File: src/rtl/sevenseg_pkg.sv
// sevenseg_pkg
// Shared definitions for the seven-segment display path. Both the BCD
// formatter and the digit scanner import this package, so the 6-bit digit
// code layout is defined in exactly one place.
//   digit code: bit5 = blank, bit4 = decimal point, bits[3:0] = hex value
package sevenseg_pkg;

  typedef logic [5:0] digit_t;

  localparam int     DIG_BLANK_BIT = 5;
  localparam int     DIG_DP_BIT    = 4;
  localparam digit_t DIG_BLANK     = 6'b100000;
  localparam digit_t DIG_ERR       = 6'h0E;

  typedef enum logic [1:0] {
    ST_IDLE,
    ST_SHIFT,
    ST_FORMAT
  } state_t;

  function automatic digit_t make_digit(logic blank, logic dp, logic [3:0] val);
    digit_t d;
    d = {2'b00, val};
    d[DIG_BLANK_BIT] = blank;
    d[DIG_DP_BIT]    = dp;
    return d;
  endfunction

endpackage

File: src/rtl/sevenseg_bcd_fmt_if.sv
// sevenseg_bcd_fmt_if
// Request/result bundle between a measurement source and the BCD formatter.
//   start, value, dp_en, dp_pos, blank_lz : conversion request (master -> slave)
//   d0..d7                                : digit codes to the scanner, d0 rightmost
//   busy, done, ovf                       : conversion status (slave -> master)
interface sevenseg_bcd_fmt_if #(
  parameter int WIDTH = 27
);
  import sevenseg_pkg::*;

  logic             start;
  logic [WIDTH-1:0] value;
  logic             dp_en;
  logic [2:0]       dp_pos;
  logic             blank_lz;

  digit_t d0, d1, d2, d3, d4, d5, d6, d7;
  logic   busy;
  logic   done;
  logic   ovf;

  modport master (
    output start, value, dp_en, dp_pos, blank_lz,
    input  d0, d1, d2, d3, d4, d5, d6, d7, busy, done, ovf
  );

  modport slave (
    input  start, value, dp_en, dp_pos, blank_lz,
    output d0, d1, d2, d3, d4, d5, d6, d7, busy, done, ovf
  );

endinterface

File: src/rtl/sevenseg_bcd_fmt_bcd_adj3.sv
// bcd_adj3
// Combinational double-dabble correction cell: adds 3 to a BCD nibble that
// is 5 or more so the following left shift carries correctly into the next
// decimal digit.
//   din  : BCD nibble before correction
//   dout : corrected nibble
module bcd_adj3 (
  input  logic [3:0] din,
  output logic [3:0] dout
);

  assign dout = (din >= 4'd5) ? din + 4'd3 : din;

endmodule

File: src/rtl/sevenseg_bcd_fmt.sv
// sevenseg_bcd_fmt
// Converts an unsigned binary measurement into eight digit codes for the
// seven-segment scanner using an iterative shift-and-add-3 conversion, then
// applies leading-zero blanking and a decimal point. The digit outputs only
// change in the single FORMAT cycle, so the scanner never sees partial data.
//   clk : system clock
//   rst : asynchronous reset, active low
//   bus : slave side of sevenseg_bcd_fmt_if (request in, digits/status out)
//
// state     | meaning
// ----------+-------------------------------------------------------------
// ST_IDLE   | waiting for start; outputs hold the last result
// ST_SHIFT  | one double-dabble iteration per cycle, WIDTH iterations
// ST_FORMAT | build and register all eight digit codes, pulse done
module sevenseg_bcd_fmt
  import sevenseg_pkg::*;
#(
  parameter int WIDTH = 27  // at most 27 so 99_999_999 is representable
) (
  input logic              clk,
  input logic              rst,
  sevenseg_bcd_fmt_if.slave bus
);

  localparam int CW = $clog2(WIDTH + 1);

  state_t state_q, state_d;
  logic   accept;

  logic [WIDTH-1:0] bin_q;
  logic [31:0]      bcd_q;
  logic [31:0]      bcd_adj;
  logic [CW-1:0]    cnt_q;
  logic             carry_q;

  logic       cap_dp_en;
  logic [2:0] cap_dp_pos;
  logic       cap_blank;

  digit_t dig_q [8];
  digit_t fmt   [8];
  logic   busy_q, done_q, ovf_q;

  logic [2:0] msd;
  logic [7:0] blank_v;
  logic [7:0] dp_v;

  always_ff @(posedge clk or negedge rst) begin
    if (!rst) state_q <= ST_IDLE;
    else      state_q <= state_d;
  end

  always_comb begin
    state_d = state_q;
    accept  = 1'b0;
    case (state_q)
      ST_IDLE: begin
        if (bus.start) begin
          accept  = 1'b1;
          state_d = ST_SHIFT;
        end
      end
      ST_SHIFT: begin
        if (cnt_q == CW'(1)) state_d = ST_FORMAT;
      end
      ST_FORMAT: state_d = ST_IDLE;
      default:   state_d = ST_IDLE;
    endcase
  end

  for (genvar g = 0; g < 8; g++) begin : g_adj
    bcd_adj3 u_adj (
      .din  (bcd_q[4*g +: 4]),
      .dout (bcd_adj[4*g +: 4])
    );
  end

  // Any 1 shifted out of the top nibble would have become a ninth decimal
  // digit, so the sticky carry is exactly "value > 99_999_999" and no
  // separate magnitude comparator is needed.
  always_ff @(posedge clk or negedge rst) begin
    if (!rst) begin
      bin_q      <= '0;
      bcd_q      <= '0;
      cnt_q      <= '0;
      carry_q    <= 1'b0;
      cap_dp_en  <= 1'b0;
      cap_dp_pos <= '0;
      cap_blank  <= 1'b0;
      dig_q      <= '{default: DIG_BLANK};
      busy_q     <= 1'b0;
      done_q     <= 1'b0;
      ovf_q      <= 1'b0;
    end else begin
      done_q <= 1'b0;
      case (state_q)
        ST_IDLE: begin
          if (accept) begin
            bin_q      <= bus.value;
            bcd_q      <= '0;
            cnt_q      <= CW'(WIDTH);
            carry_q    <= 1'b0;
            cap_dp_en  <= bus.dp_en;
            cap_dp_pos <= bus.dp_pos;
            cap_blank  <= bus.blank_lz;
            busy_q     <= 1'b1;
          end
        end
        ST_SHIFT: begin
          bcd_q   <= {bcd_adj[30:0], bin_q[WIDTH-1]};
          bin_q   <= bin_q << 1;
          cnt_q   <= cnt_q - CW'(1);
          carry_q <= carry_q | bcd_adj[31];
        end
        ST_FORMAT: begin
          dig_q  <= fmt;
          done_q <= 1'b1;
          busy_q <= 1'b0;
          ovf_q  <= carry_q;
        end
        default: ;
      endcase
    end
  end

  // msd stays 0 for an all-zero result, which keeps d0 showing "0".
  always_comb begin
    msd     = '0;
    blank_v = '0;
    dp_v    = '0;
    for (int i = 0; i < 8; i++) begin
      if (bcd_q[4*i +: 4] != 4'd0) msd = 3'(i);
    end
    for (int i = 0; i < 8; i++) begin
      blank_v[i] = cap_blank && (3'(i) > msd) && (i != 0) &&
                   !(cap_dp_en && (3'(i) <= cap_dp_pos));
      dp_v[i]    = cap_dp_en && (3'(i) == cap_dp_pos) && !blank_v[i];
      if (carry_q)         fmt[i] = DIG_ERR;
      else if (blank_v[i]) fmt[i] = DIG_BLANK;
      else                 fmt[i] = make_digit(1'b0, dp_v[i], bcd_q[4*i +: 4]);
    end
  end

  assign bus.d0   = dig_q[0];
  assign bus.d1   = dig_q[1];
  assign bus.d2   = dig_q[2];
  assign bus.d3   = dig_q[3];
  assign bus.d4   = dig_q[4];
  assign bus.d5   = dig_q[5];
  assign bus.d6   = dig_q[6];
  assign bus.d7   = dig_q[7];
  assign bus.busy = busy_q;
  assign bus.done = done_q;
  assign bus.ovf  = ovf_q;

endmodule

File: src/flat_wrapper.sv
// flat-port wrapper written by rule: the top's interface ports become plain ports
module sevenseg_bcd_fmt_flat import sevenseg_pkg::*;
#(
  parameter int WIDTH = 27                                              
)
  (clk, rst, bus_start, bus_value, bus_dp_en, bus_dp_pos, bus_blank_lz, bus_d0, bus_d1, bus_d2, bus_d3, bus_d4, bus_d5, bus_d6, bus_d7, bus_busy, bus_done, bus_ovf);
  sevenseg_bcd_fmt_if #(.WIDTH(WIDTH)) bus_i ();
  input logic clk;
  input logic rst;
  input wire logic [$bits(bus_i.start)-1:0] bus_start;
  input wire logic [$bits(bus_i.value)-1:0] bus_value;
  input wire logic [$bits(bus_i.dp_en)-1:0] bus_dp_en;
  input wire logic [$bits(bus_i.dp_pos)-1:0] bus_dp_pos;
  input wire logic [$bits(bus_i.blank_lz)-1:0] bus_blank_lz;
  output wire logic [$bits(bus_i.d0)-1:0] bus_d0;
  output wire logic [$bits(bus_i.d1)-1:0] bus_d1;
  output wire logic [$bits(bus_i.d2)-1:0] bus_d2;
  output wire logic [$bits(bus_i.d3)-1:0] bus_d3;
  output wire logic [$bits(bus_i.d4)-1:0] bus_d4;
  output wire logic [$bits(bus_i.d5)-1:0] bus_d5;
  output wire logic [$bits(bus_i.d6)-1:0] bus_d6;
  output wire logic [$bits(bus_i.d7)-1:0] bus_d7;
  output wire logic [$bits(bus_i.busy)-1:0] bus_busy;
  output wire logic [$bits(bus_i.done)-1:0] bus_done;
  output wire logic [$bits(bus_i.ovf)-1:0] bus_ovf;
  assign bus_i.start = bus_start;
  assign bus_i.value = bus_value;
  assign bus_i.dp_en = bus_dp_en;
  assign bus_i.dp_pos = bus_dp_pos;
  assign bus_i.blank_lz = bus_blank_lz;
  assign bus_d0 = bus_i.d0;
  assign bus_d1 = bus_i.d1;
  assign bus_d2 = bus_i.d2;
  assign bus_d3 = bus_i.d3;
  assign bus_d4 = bus_i.d4;
  assign bus_d5 = bus_i.d5;
  assign bus_d6 = bus_i.d6;
  assign bus_d7 = bus_i.d7;
  assign bus_busy = bus_i.busy;
  assign bus_done = bus_i.done;
  assign bus_ovf = bus_i.ovf;
  sevenseg_bcd_fmt #(.WIDTH(WIDTH)) u_core (.clk(clk), .rst(rst), .bus(bus_i));
endmodule
File: config.mk
export PLATFORM = sky130hd
export DESIGN_NAME = sevenseg_bcd_fmt_flat
export DESIGN_NICKNAME = d
export VERILOG_FILES = /design/src/rtl/sevenseg_pkg.sv /design/src/rtl/sevenseg_bcd_fmt_if.sv /design/src/rtl/sevenseg_bcd_fmt_bcd_adj3.sv /design/src/rtl/sevenseg_bcd_fmt.sv /design/src/flat_wrapper.sv
export SDC_FILE = /design/constraint.sdc
export NUM_CORES = 1
export LEC_CHECK = 0
export CAP_MARGIN = 20
export CELL_PAD_IN_SITES_DETAIL_PLACEMENT = 1
export CELL_PAD_IN_SITES_GLOBAL_PLACEMENT = 1
export CORE_MARGIN = 4
export CORE_UTILIZATION = 38
export CTS_BUF_LIST = sky130_fd_sc_hd__clkbuf_16
export CTS_CLUSTER_DIAMETER = 80
export DETAILED_ROUTE_END_ITERATION = 8
export PLACE_DENSITY_LB_ADDON = 0.1
export SETUP_SLACK_MARGIN = 0.3
export SYNTH_ARGS = -nofsm -noshare
export SYNTH_HDL_FRONTEND = slang
export SYNTH_SLANG_ARGS = --single-unit
export TNS_END_PERCENT = 30
File: constraint.sdc
create_clock -name clk -period 1.7 [get_ports clk]
set_clock_uncertainty 0.1 [all_clocks]
set_input_delay 0.34 -clock clk [delete_from_list [all_inputs] [get_ports clk]]
set_output_delay 0.34 -clock clk [all_outputs]
set_load 0.01 [all_outputs]
==> results_dict.tcl <==
set metrics [dict create \
    status "finished, violations left" \
    failed_checks "setup timing" \
    r2r_end "u_core.bus.d4[0]" \
    min_path_type "in -> async" \
    numPortBuffers 85 \
    critical_path_class "reg -> reg" \
    crit_required_ns 1.91 \
    syn_nets 682 \
    max_freq_mhz 550 \
    clk_path_buf_depth 2 \
    worstSetupEndpoint "u_core.bus.d4[0]" \
    final_util_pct 64.5 \
    worst_pin_slew_ns 0.430 \
    seqCellArea_um2 3100 \
    dr.pass1.iters 4 \
    rows 45 \
    routed_wl_um 23700 \
    routedWlPerCell_um 22.4 \
    die_area_um2 17700 \
    final_max_slew_viol_count 0 \
    synth_cells 625 \
    grt_util_met3_pct 4.30 \
    grt_antenna_before_repair 0 \
    final_cell_area_um2 9840 \
    crit_path_start_kind "flip-flop" \
    crit_path_end_kind "flip-flop" \
    start_util_pct 39.0 \
    hpwl_um 12400 \
    p_comb_share_pct 53.0 \
    io_pins 86 \
    coreArea_um2 15300 \
    ir_drop_mv 0.963 \
    first_iter_violations 285 \
    placed_area_um2 7530 \
    grt_use_met1_pct 28.4 \
    cp_max_fo 5 \
    grt_pass1_wl_um 31900 \
    power.share.sequential_pct 27.9 \
    die_h_um 133 \
    multi_input_area_um2 3760 \
    synth_common_cells "144 x nand2_1, 115 x dfrtp_1, 62 x o21ai_0, 40 x nor2_1, 27 x a31oi_1" \
    async_reset_ff_share_pct 100 \
    power.density_nw_per_um2 1830 \
    setup_slack_ns -0.119 \
    viasPerCell 5.39 \
    cp-startpoint "u_core.bcd_q[17]" \
    grt_use_met2_pct 39.5 \
    synthFlopType "dfrtp_1" \
    yosysTopAreaCellShare_pct 48.4 \
    swShare_pct 41.0 \
    cp.arrival_ns 2.03 \
    cts_root_buf "clkbuf_16" \
    setup_viol 11 \
    grt_pass1_vias 5836 \
    cts_made_buffers 17 \
    synth_area_leaders "dfrtp_1 48%, nand2_1 9.1%, o21ai_0 5.2%, ha_1 4.6%, dfstp_2 3.5%" \
    htree_levels 4 \
    hold_viol 0 \
    ys_seq_area_share_pct 52.0 \
    num_vias 5701 \
    cts_sinks 123 \
    grt.overflow.total 0 \
    insertedDiodeCount 0 \
    fp.dieW_um 133 \
    clock_latency_ns 0.44 \
    fin_crit_sh_pct 107 \
    leakage_nw 4.40 \
    drc 0 \
    power_switching_mw 7.37 \
    cts_tree "done" \
    clk_pin_slew_ns 0.06 \
    fin_crit_ns 1.82 \
    ys_types 55 \
    rsz0062_at_grt "yes" \
    grt_start_max_net_pins 53 \
    synthToLayoutAreaGrowth_pct 65.5 \
    timing.rr.start "u_core.bcd_q[17]" \
    layout.nets 891 \
    track_usage_pct 22.6 \
    postSynthAreaPerCell_um2 9.51 \
    place_congestion 0.803 \
    yosysMostFrequentCell "nand2_1" \
    syn-cell-area_um2 5940 \
    drive_gt1_share_pct 50.4 \
    p_clk_share_pct 19.1 \
    rrSetupSlack_ns -0.12 \
    rr_worst_depth 7 \
    synth.largest_area_cell "dfrtp_1" \
    ys_seq_elements 123 \
    internal-power_mw 10.6 \
    ant_nets 0 \
    fill_cells 1568 \
    busiest_layer "met2" \
    synth-edff-count 0 \
    relSlewSlack_pct 71.4 \
    synth_warnings 0 \
    dp_slack_ns -0.204 \
    cap_violations 0 \
]
## registers in the layout, summed over array words and instances, names as in the netlist
name and flops:
u_core.bcd_q 32, u_core.bin_q 27, u_core.bus.d0 6, u_core.bus.d1 6, u_core.bus.d2 6, u_core.bus.d3 6
u_core.bus.d4 6, u_core.bus.d5 6, u_core.bus.d6 6, u_core.bus.d7 6, u_core.cnt_q 5, u_core.cap_dp_pos 3
u_core.state_q 2, u_core.bus.busy 1, u_core.bus.done 1, u_core.bus.ovf 1, u_core.cap_blank 1, u_core.cap_dp_en 1
u_core.carry_q 1
## layer usage
| layer | vias up | part of all wire (%) |
|---|---|---|
| met4 | 0 | 2.7 |
| met2 | 152 | 53 |
| li1 | 2590 | - |
| met3 | 49 | 4.0 |
| met5 | - | 0 |
| met1 | 2910 | 40 |
## worst max-delay path, cell delays in order, from the launching register on
cell and delay, ns:
dfrtp_1 0.41, inv_2 0.13, ha_1 0.17, and4bb_2 0.27
nand4_4 0.18, buf_4 0.21, nand3_1 0.13, o21ai_0 0.09
## through the flow
stage / instances / total power [mW] / setup TNS (ns) / hold slack, ns
2_1_floorplan: 625 / 8.04 / 0 / -0.0556
3_3_place_gp: 949 / 10.1 / -4.03 / 0.101
3_5_place_dp: 949 / 10.5 / -6.49 / 0.0961
4_1_cts: 1001 / 15.3 / -0.0150 / 0.210
5_1_grt: 1058 / 18.9 / -1.41 / 0.226
6_report: 1058 / 18.0 / -0.574 / 0.201
## repair_timing
action,4_1_cts,5_1_grt
gates resized for setup,392,127
buffers inserted,19,50
endpoints found under the hold margin,109,0
hold buffers,1,0
setup endpoints to repair,156,145
pin swaps,127,92
cloned,0,7
## worst min-delay path by stage
| stage | from | to | cells after the start |
|---|---|---|---|
| after detailed placement | rst | u_core.bcd_q[5] | 1 |
| after CTS | rst | u_core.bcd_q[5] | 2 |
| after global placement | rst | u_core.bcd_q[5] | 1 |
| after floorplan | rst | u_core.bcd_q[0] | 0 |
| final | rst | u_core.bcd_q[5] | 2 |
| after global routing | rst | u_core.bcd_q[5] | 2 |
## power by group through the flow
stage                     combinational, mW  clock [mW]  sequential (mW)
after floorplan                        3.43           0             4.60
after global placement                 5.38           0             4.69
after detailed placement               5.73           0             4.75
after CTS                              7.08        3.43             4.83
after global routing                   10.2        3.61             5.11
final                                  9.53        3.44             5.01
## layout make-up
class                           count  area share [%]
Timing Repair Buffer              228            21.0
Tap cell                          211            2.68
Sequential cell                   123            31.5
Clock inverter                     15            1.18
Inverter                           21            1.00
Clock buffer                       17            4.33
Multi-Input combinational cell    443            38.2
## layout by cell type (no fill, tap or decap), types with 25 or more instances in the layout
cell / count
o21ai_0: 25
buf_4: 97
buf_2: 42
nand2_1: 103
clkdlybuf4s50_1: 33
dfrtp_1: 105
nor2_1: 29
buf_6: 36
## cell families after synthesis
| kind of cell | share of synthesized area, % |
|---|---|
| fa+ha+maj | 4.63 |
| mux | 1.45 |
| simple gates | 18.8 |
| flops | 52.0 |
| xor+xnor | 2.06 |
| buf+inv | 5.14 |
| compound gates | 15.9 |
(Power assumes the default switching activity.)
